`config.mk`:
```
export PLATFORM = sky130hd
export DESIGN_NAME = cipher_vault
export DESIGN_NICKNAME = d
export VERILOG_FILES = /design/src/rtl/cipher_vault.sv
export SDC_FILE = /design/constraint.sdc
export NUM_CORES = 1
export LEC_CHECK = 0
export BUFFER_PORTS_ARGS = -buffer_cell sky130_fd_sc_hd__buf_2
export CAP_MARGIN = 25
export CORE_ASPECT_RATIO = 1.5
export CORE_MARGIN = 5
export CORE_UTILIZATION = 60
export CTS_CLUSTER_DIAMETER = 120
export DETAILED_ROUTE_END_ITERATION = 10
export GPL_TIMING_DRIVEN = 0
export PLACE_DENSITY_LB_ADDON = 0.15
export SYNTH_ARGS = -nofsm -noshare
export SYNTH_HDL_FRONTEND = slang
export SYNTH_SLANG_ARGS = --single-unit
```
`constraint.sdc`:
```
create_clock -name msclk -period 12 [get_ports msclk]
set_clock_uncertainty 0.2 [all_clocks]
set_input_delay 0.6 -clock msclk [delete_from_list [all_inputs] [get_ports msclk]]
set_output_delay 0.6 -clock msclk [all_outputs]
set_load 0.01 [all_outputs]
```
`src/rtl/cipher_vault.sv`:
```
// Symbol-serial encrypt/decrypt vault with a circular (ciphertext, key) record table and decrypt lockout.
// Optional macro CIPHER_VAULT_LOCK_TIMEOUT_EN: LOCKED releases after LOCK_CYCLES instead of only on rst.
module cipher_vault #(
  parameter int N_SYM       = 10,
  parameter int SYM_W       = 8,
  parameter int MOD_BITS    = 6,
  parameter int KEY_W       = 8,
  parameter int DEPTH       = 10,
  parameter int MAX_TRIALS  = 3,
  parameter int SEED        = 5,
  parameter int LOCK_CYCLES = 300000000
) (
  input  logic                             msclk,
  input  logic                             rst,
  input  logic [KEY_W-1:0]                 key,
  input  logic [N_SYM*SYM_W-1:0]           data_in,
  input  logic                             enc_req,
  input  logic                             dec_req,
  output logic [N_SYM*SYM_W-1:0]           data_out,
  output logic                             out_valid,
  output logic                             busy,
  output logic                             fail,
  output logic [$clog2(MAX_TRIALS+1)-1:0]  trials_left,
  output logic                             locked,
  output logic [$clog2(DEPTH+1)-1:0]       rec_count
);

  localparam int WORD_W  = N_SYM * SYM_W;
  localparam int ARITH_W = MOD_BITS + KEY_W + 1;
  localparam int IDX_W   = (DEPTH > 1) ? $clog2(DEPTH) : 1;
  localparam int SIDX_W  = (N_SYM > 1) ? $clog2(N_SYM) : 1;
  localparam int TR_W    = $clog2(MAX_TRIALS + 1);
  localparam int CNT_W   = $clog2(DEPTH + 1);

  typedef enum logic [2:0] {
    IDLE, ENC, STORE, SEARCH, DEC, DONE, MISS, LOCKED
  } state_t;

  state_t              state;
  logic [WORD_W-1:0]   data_q;
  logic [WORD_W-1:0]   res_q;
  logic [KEY_W-1:0]    key_q;
  logic [MOD_BITS-1:0] prev_q;
  logic [SIDX_W-1:0]   sym_idx;
  logic [IDX_W-1:0]    tbl_idx;
  logic [IDX_W-1:0]    wptr;
  logic [DEPTH-1:0]    tbl_vld;
  logic [WORD_W-1:0]   tbl_data [DEPTH];
  logic [KEY_W-1:0]    tbl_key  [DEPTH];

  logic [SYM_W-1:0]    cur_sym;
  logic [ARITH_W-1:0]  enc_sum;
  logic [ARITH_W-1:0]  dec_diff;
  logic [SYM_W-1:0]    enc_sym;
  logic [SYM_W-1:0]    dec_sym;
  logic                hit;

  // Only the low MOD_BITS of the wide sums matter after reduction.
  logic unused_arith_hi;
  assign unused_arith_hi = ^{enc_sum[ARITH_W-1:MOD_BITS], dec_diff[ARITH_W-1:MOD_BITS]};

  always_comb begin
    cur_sym  = data_q[WORD_W-1 -: SYM_W];
    enc_sum  = ARITH_W'(prev_q) + ARITH_W'(key_q) + ARITH_W'(cur_sym[MOD_BITS-1:0]);
    dec_diff = ARITH_W'(cur_sym[MOD_BITS-1:0]) - ARITH_W'(prev_q) - ARITH_W'(key_q);
    enc_sym  = '0;
    dec_sym  = '0;
    if (cur_sym != '0) begin
      enc_sym = SYM_W'(enc_sum[MOD_BITS-1:0]);
      dec_sym = SYM_W'(dec_diff[MOD_BITS-1:0]);
    end
    hit = tbl_vld[tbl_idx] && (tbl_data[tbl_idx] == data_q) && (tbl_key[tbl_idx] == key_q);
  end

  // Table payload needs no reset; the valid bits alone define occupancy.
  always_ff @(posedge msclk) begin
    if (!rst && state == STORE) begin
      tbl_data[wptr] <= res_q;
      tbl_key[wptr]  <= key_q;
    end
  end

`ifdef CIPHER_VAULT_LOCK_TIMEOUT_EN
  localparam int LOCK_W = (LOCK_CYCLES > 1) ? $clog2(LOCK_CYCLES) : 1;
  logic [LOCK_W-1:0] lock_cnt;
`else
  logic unused_lock_cycles;
  assign unused_lock_cycles = ^LOCK_CYCLES;
`endif

  always_ff @(posedge msclk) begin
    if (rst) begin
      state       <= IDLE;
      data_out    <= '0;
      out_valid   <= 1'b0;
      busy        <= 1'b0;
      fail        <= 1'b0;
      locked      <= 1'b0;
      trials_left <= TR_W'(MAX_TRIALS);
      rec_count   <= '0;
      tbl_vld     <= '0;
      wptr        <= '0;
      sym_idx     <= '0;
      tbl_idx     <= '0;
      prev_q      <= '0;
      data_q      <= '0;
      key_q       <= '0;
      res_q       <= '0;
`ifdef CIPHER_VAULT_LOCK_TIMEOUT_EN
      lock_cnt    <= '0;
`endif
    end else begin
      out_valid <= 1'b0;
      fail      <= 1'b0;
      case (state)
        IDLE: begin
          if (enc_req) begin
            data_q  <= data_in;
            key_q   <= key;
            prev_q  <= MOD_BITS'(SEED);
            sym_idx <= '0;
            busy    <= 1'b1;
            state   <= ENC;
          end else if (dec_req) begin
            data_q  <= data_in;
            key_q   <= key;
            prev_q  <= MOD_BITS'(SEED);
            tbl_idx <= '0;
            busy    <= 1'b1;
            state   <= SEARCH;
          end
        end
        ENC: begin
          res_q  <= (res_q << SYM_W) | WORD_W'(enc_sym);
          data_q <= data_q << SYM_W;
          if (cur_sym != '0) prev_q <= cur_sym[MOD_BITS-1:0];
          if (sym_idx == SIDX_W'(N_SYM-1)) state <= STORE;
          else sym_idx <= sym_idx + SIDX_W'(1);
        end
        STORE: begin
          tbl_vld[wptr] <= 1'b1;
          wptr <= (wptr == IDX_W'(DEPTH-1)) ? '0 : wptr + IDX_W'(1);
          if (rec_count < CNT_W'(DEPTH)) rec_count <= rec_count + CNT_W'(1);
          state <= DONE;
        end
        SEARCH: begin
          if (hit) begin
            sym_idx <= '0;
            state   <= DEC;
          end else if (tbl_idx == IDX_W'(DEPTH-1)) begin
            state <= MISS;
          end else begin
            tbl_idx <= tbl_idx + IDX_W'(1);
          end
        end
        DEC: begin
          res_q  <= (res_q << SYM_W) | WORD_W'(dec_sym);
          data_q <= data_q << SYM_W;
          if (cur_sym != '0) prev_q <= dec_sym[MOD_BITS-1:0];
          if (sym_idx == SIDX_W'(N_SYM-1)) begin
            trials_left <= TR_W'(MAX_TRIALS);
            state       <= DONE;
          end else begin
            sym_idx <= sym_idx + SIDX_W'(1);
          end
        end
        DONE: begin
          data_out  <= res_q;
          out_valid <= 1'b1;
          busy      <= 1'b0;
          state     <= IDLE;
        end
        MISS: begin
          data_out    <= '0;
          fail        <= 1'b1;
          busy        <= 1'b0;
          trials_left <= trials_left - TR_W'(1);
          if (trials_left <= TR_W'(1)) begin
            locked <= 1'b1;
            state  <= LOCKED;
`ifdef CIPHER_VAULT_LOCK_TIMEOUT_EN
            lock_cnt <= LOCK_W'(LOCK_CYCLES-1);
`endif
          end else begin
            state <= IDLE;
          end
        end
        LOCKED: begin
`ifdef CIPHER_VAULT_LOCK_TIMEOUT_EN
          if (lock_cnt == '0) begin
            locked      <= 1'b0;
            trials_left <= TR_W'(MAX_TRIALS);
            state       <= IDLE;
          end else begin
            lock_cnt <= lock_cnt - LOCK_W'(1);
          end
`else
          state <= LOCKED;
`endif
        end
        default: state <= IDLE;
      endcase
    end
  end

endmodule

```
==> results of run 1 <==
final cells by class:
cell class / instances / share of cell area [%]
flip-flops and latches: 933 / 58.5
multi-input cells: 1484 / 26.1
clock buffers: 116 / 5.47
repair buffers: 235 / 4.18
well taps: 798 / 2.29
plain buffers: 178 / 2.27
clock inverters: 40 / 0.985
inverters: 27 / 0.233
registers in the layout, summed over array words and instances, names as in the netlist, 6 cells and up, named ones only:
| name | flops |
|---|---|
| tbl_data | 600 |
| tbl_key | 80 |
| tbl_vld | 10 |
| prev_q | 6 |
| data_out | 60 |
| res_q | 60 |
| key_q | 8 |
| data_q | 80 |
power breakdown:
group          internal (W)  switching, W
registers           0.00357      0.000239
clock network       0.00156       0.00120
logic              0.000363      0.000665
total               0.00549       0.00210
path summary, 6_finish.rpt:
| path | startpoint | to | slack, ns | cells past startpoint |
|---|---|---|---|---|
| min | data_in[77] | data_q[77] | 0.03 | 3 |
| max reg2reg | register | sym_idx[1] | 6.31 | 14 |
| min reg2reg | tbl_vld[7] | tbl_vld[7] | 0.25 | 1 |
| max | register | sym_idx[1] | 6.31 | 14 |
synthesized netlist by cell type (6+ instances only):
| cell type | number | share of area, % |
|---|---|---|
| edfxtp_1 | 680 | 54 |
| nand2_1 | 345 | 3.4 |
| dfxtp_1 | 253 | 13 |
| mux2i_1 | 166 | 4.4 |
| nor2_1 | 144 | 1.4 |
| a21oi_1 | 114 | 1.5 |
| clkbuf_1 | 96 | 0.95 |
| mux4_2 | 82 | 4.9 |
| a311oi_1 | 72 | 1.7 |
| a22o_1 | 68 | 1.6 |
| o21ai_0 | 49 | 0.65 |
| a22oi_1 | 39 | 0.77 |
| xnor2_1 | 37 | 0.86 |
| xor2_1 | 36 | 0.83 |
| buf_4 | 30 | 0.60 |
| inv_1 | 25 | 0.25 |
| buf_2 | 20 | 0.26 |
| mux2_2 | 19 | 0.57 |
| nor3_1 | 19 | 0.25 |
| ha_1 | 17 | 0.56 |
| mux4_1 | 16 | 1.1 |
| nor4_1 | 16 | 0.26 |
| a221oi_1 | 15 | 0.35 |
| a21o_1 | 14 | 0.28 |
| and3_1 | 14 | 0.23 |
| buf_6 | 14 | 0.42 |
| buf_1 | 13 | 0.13 |
| nand2b_1 | 13 | 0.22 |
| nand3_1 | 13 | 0.17 |
| nor2b_1 | 13 | 0.22 |
| fa_1 | 11 | 0.58 |
| a31oi_1 | 9 | 0.15 |
| nand4_1 | 8 | 0.13 |
| o211ai_1 | 8 | 0.16 |
| o22ai_1 | 7 | 0.12 |
| or3_1 | 7 | 0.12 |
| a211oi_1 | 6 | 0.12 |
| and2_1 | 6 | 0.099 |
metal layers:
metal  global-route usage (%)  vias to the layer above  share of wire, %
met5                        0                        -             0.016
met4                     22.4                        2               7.2
met3                     7.04                      349               9.9
met2                     60.7                     1655                48
met1                     47.0                    12637                35
li1                         -                    10613                 -
timing repair:
item | CTS | global route
hold buffers | 15 | 0
hold endpoints to repair | 15 | 0
endpoints found under the setup margin | 0 | 0
critical path: stages (launching register included):
cell,delay [ns]
dfxtp_1,0.32
buf_6,0.15
buf_6,0.24
buf_6,0.24
buf_4,0.37
mux2i_1,0.57
xnor2_1,0.21
nor4_1,0.65
a41oi_1,0.49
nor4_1,0.52
nand4_1,0.18
nor2_1,0.51
nand3_1,0.33
o21ai_1,0.40
a211oi_1,0.12
metrics by stage:
stage	worst slack, ns	utilization [%]	power [W]	TNS, ns
after floorplan	3.06	-	0.00439	0
after global placement	-3.77	63.6	0.00484	-318.39
after detailed placement	6.41	65.1	0.00486	0
after CTS	6.39	69.8	0.00758	0
after global routing	6.31	69.9	0.00781	0
final	6.31	69.9	0.00759	0
kinds of logic (layout without fill, tap and decap cells):
kind of cell,count (synthesis),after routing,synth area share [%]
adders and majority gates,28,28,1.15
muxes,286,286,11.1
buffers and inverters,205,596,2.88
other,1,20,0.00992
DFF,933,933,67.4
xor gates and xnor gates,73,73,1.69
and+or+nand+nor,625,625,7.17
AOI/OAI and AO/OA,452,452,8.59
==> results.json, run 1 <==
{
  "place_congestion": 0.991,
  "p_per_area_nw_per_um2": 174,
  "dr.pass1.iters": 6,
  "fmax_ghz": 0.176,
  "synth_warnings": 0,
  "gr-total-overflow": 0,
  "antenna_found_initial": 4,
  "clk_latency_ns": 0.66,
  "setup_viol": 0,
  "fin_crit_sh_pct": 47.4,
  "port_buffers": 160,
  "final_common_cell": "edfxtp_1",
  "die_y_um": 317,
  "syn_area_um2": 37800,
  "final_hold_viol_count": 0,
  "fin_hold_ws_ns": 0.0305,
  "stdcell_count": 3811,
  "drv_slew": 0,
  "drc": 0,
  "hp-class": "in -> reg",
  "final_cell_mix": "edfxtp_1 (680), nand2_1 (345), dfxtp_1 (253)",
  "nFillCells": 4213,
  "ys.flop_type": "edfxtp_1",
  "clockBufferDepth": 3,
  "fp-row-count": 112,
  "start_kind": "register",
  "yosysSeqAreaShare_pct": 67.4,
  "grt_pass1_wl_mm": 179,
  "critPathKind": "reg -> reg",
  "clock_sinks": 933,
  "nets": 3062,
  "period_needed_ns": 5.69,
  "synth_edf_count": 680,
  "post_drt_wl_per_cell_um": 33.8,
  "crit_fanout": 10,
  "cts_setup_buffers": 0,
  "leakagePower_nw": 15.2,
  "die_w_um": 215,
  "grt_max_degree": 36,
  "clk_pin_slew_ns": 0.06,
  "grt_setup_unrepaired": "false",
  "cts-root-buf": "clkbuf_16",
  "postSynthRegisterBits": 933,
  "placed_area_um2": 40600,
  "avgSynthCellArea_um2": 14.5,
  "ir_drop_uv": 196,
  "regArea_um2": 25500,
  "dr_total_vias": 25256,
  "first_global_vias": 24362,
  "htree_levels": 3,
  "ios": 182,
  "ys_types": 86,
  "drive_gt1_share_pct": 18.1,
  "multi_input_area_um2": 11400,
  "wl_mm": 129,
  "cts_tree": "done",
  "ant_nets": 0,
  "slew_headroom_pct": 19.4,
  "drv_cap": 0,
  "core_um2": 62400,
  "status": "complete, no violations",
  "place_inst": 3639,
  "critical_path.endpoint_type": "register",
  "place_hpwl_mm": 93.9,
  "tightestPinTransition_ns": 1.21,
  "synth_cells": 2603,
  "initial_utilization_pct": 60.6,
  "cts_buffers": 83,
  "avgViaCountPerCell": 6.63,
  "drtIter0Drc": 3277,
  "cp_data_required_time_ns": 12.30,
  "antennaDiodeCount": 0,
  "cts_resized": 0,
  "grtUsageTotal_pct": 37.2,
  "final_area_um2": 43600,
  "syn_to_final_growth_pct": 15.3,
  "dieArea_um2": 68200,
  "cp_data_arrival_time_ns": 5.99,
  "synthArstFlopShare_pct": 0
}
Note: power is estimated with default switching activity, not from simulation.
==> run 2, diff against run 1 <==
Settings changed: CORE_UTILIZATION 60 to 55.
Clock period 12 ns to 4.86 ns, I/O delays scaled along.
==> run 2 against run 1 <==
  * Largest cell class unchanged
  * Largest power group unchanged
  * Die area rose by 8.7%
  * First-iteration DRC count rose by 8.0%
  * Sequential cell count did not move
  * Count of clock-buffer cells in the layout rose by 3
  * Design area rose by 2.5%
  * Wire length rose by 4.2%
  * Register-to-register slack got worse by 6.2 ns
  * Sequential power rose by 150%
  * Non-clock buffer count rose by 63
  * Power rose by 150%
  * Combinational power rose to 2.6 times the previous value
  * Utilization fell by 4.3 points
==> results.json, run 2 (synthesis results as in run 1) <==
{
  "dr_total_vias": 25598,
  "final_cell_mix": "edfxtp_1 (680), nand2_1 (345), dfxtp_1 (253)",
  "top_regs": "tbl_data: 600 flops, data_q: 80 flops, tbl_key: 80 flops",
  "final_common_cell": "edfxtp_1",
  "core_um2": 68100,
  "hp-class": "in -> reg",
  "grt_setup_unrepaired": "false",
  "slew_headroom_pct": 22.9,
  "crit_fanout": 10,
  "drtIter0Drc": 3538,
  "gr-total-overflow": 0,
  "initial_utilization_pct": 55.5,
  "drv_slew": 0,
  "die_y_um": 331,
  "clk_latency_ns": 0.67,
  "ant_nets": 0,
  "top_register": "tbl_data",
  "status": "complete, no violations",
  "critPathKind": "reg -> reg",
  "p_per_area_nw_per_um2": 424,
  "die_w_um": 224,
  "fmax_ghz": 0.210,
  "fp-row-count": 117,
  "tightestPinTransition_ns": 1.12,
  "cts-root-buf": "clkbuf_16",
  "final_hold_viol_count": 0,
  "ir_drop_uv": 382,
  "dr.pass1.iters": 6,
  "cp_data_required_time_ns": 5.15,
  "antenna_found_initial": 1,
  "leakagePower_nw": 15.5,
  "avgViaCountPerCell": 6.44,
  "largest_reg_flops": 600,
  "place_congestion": 1.00,
  "period_needed_ns": 4.76,
  "drv_cap": 0,
  "drc": 0,
  "grt_pass1_wl_mm": 187,
  "post_drt_wl_per_cell_um": 33.8,
  "clockBufferDepth": 3,
  "drive_gt1_share_pct": 17.6,
  "grt_max_degree": 38,
  "clk_pin_slew_ns": 0.06,
  "fin_hold_ws_ns": 0.104,
  "clock_sinks": 933,
  "syn_to_final_growth_pct": 18.2,
  "cp_data_arrival_time_ns": 5.06,
  "place_hpwl_mm": 96.1,
  "worst_slack_ns": 0.0967,
  "wl_mm": 134,
  "grtUsageTotal_pct": 35.8,
  "cts_buffers": 84,
  "place_ws_ns": -0.497,
  "cts_tree": "done",
  "first_global_vias": 25190,
  "nets": 3126,
  "port_buffers": 160,
  "dieArea_um2": 74100,
  "ios": 182,
  "fin_crit_sh_pct": 98.0,
  "start_kind": "register",
  "critical_path.endpoint_type": "register",
  "setup_viol": 0,
  "htree_levels": 3
}
==> run 2: cell count changes in the layout (fill, tap and decap cells not counted), moves of 4 or more <==
| cell | before | now |
|---|---|---|
| dlygate4sd3_1 | 15 | 90 |
| buf_4 | 42 | 34 |
| mux2i_1 | 166 | 161 |
| buf_6 | 31 | 22 |
| mux2i_2 | 0 | 4 |
| clkbuf_1 | 114 | 118 |
| clkbuf_8 | 12 | 8 |
| buf_2 | 180 | 172 |
| buf_16 | 5 | 14 |
==> run 2: layout make-up <==
type,instances,area [um2]
diodes,2,5.00
plain buffers,177,1010
clock buffers,119,2380
clock inverters,39,462
fillers,4923,23400
inverters,27,101
multi-input cells,1484,11400
flip-flops and latches,933,25500
well taps,892,1120
repair buffers,299,2660
==> run 2: what timing repair did <==
action,4_1_cts,5_1_grt
cloned,0,0
pin swaps,0,1
gates resized for setup,13,11
endpoints found under the setup margin,15,4
hold buffers,90,0
hold endpoints to repair,93,0
buffers inserted,0,1
==> run 2: through the flow <==
stage               power (W)  instance area [um2]  cells  TNS [ns]  utilization, %
detailed placement     0.0121                40800   3721     -4.79            59.9
finish                 0.0190                44700   3972         0            65.6
global route           0.0195                44700   3970         0            65.6
global placement       0.0120                39800   3674  -2321.65            58.5
floorplan              0.0108                37900   2622    -38.02               -
CTS                    0.0189                44600   3969         0            65.5
==> run 2: final timing paths <==
path	startpoint	end	slack (ns)	cells after the start
max reg2reg	register	sym_idx[1]	0.1	13
min	rst	tbl_idx[3]	0.10	4
max	register	sym_idx[1]	0.1	13
min reg2reg	tbl_vld[7]	tbl_vld[7]	0.26	1
==> run 2: routing by layer <==
metal,vias to the layer above,global-route usage (%),wire [um]
li1,10721,-,-
met5,-,0,0
met4,0,19.2,8730
met1,12992,46.5,49200
met2,1543,58.6,64600
met3,342,5.74,11700
==> run 2: worst max-delay path, cell delays in order, from the launching register on <==
cell      delay (ns)
dfxtp_1         0.30
buf_6           0.13
buf_6           0.17
inv_2           0.48
buf_2           0.59
mux2i_1         0.99
o32a_1          0.31
a21oi_1         0.07
nor2_1          0.13
nand4_1         0.11
nor2_2          0.33
nand3_1         0.32
o21ai_2         0.32
a211oi_1        0.11
==> run 2: power by group <==
group,total (W),internal (W),switching [W]
Combinational,0.00270,0.000960,0.00174
Clock,0.00684,0.00384,0.00301
Sequential,0.00941,0.00882,0.000593
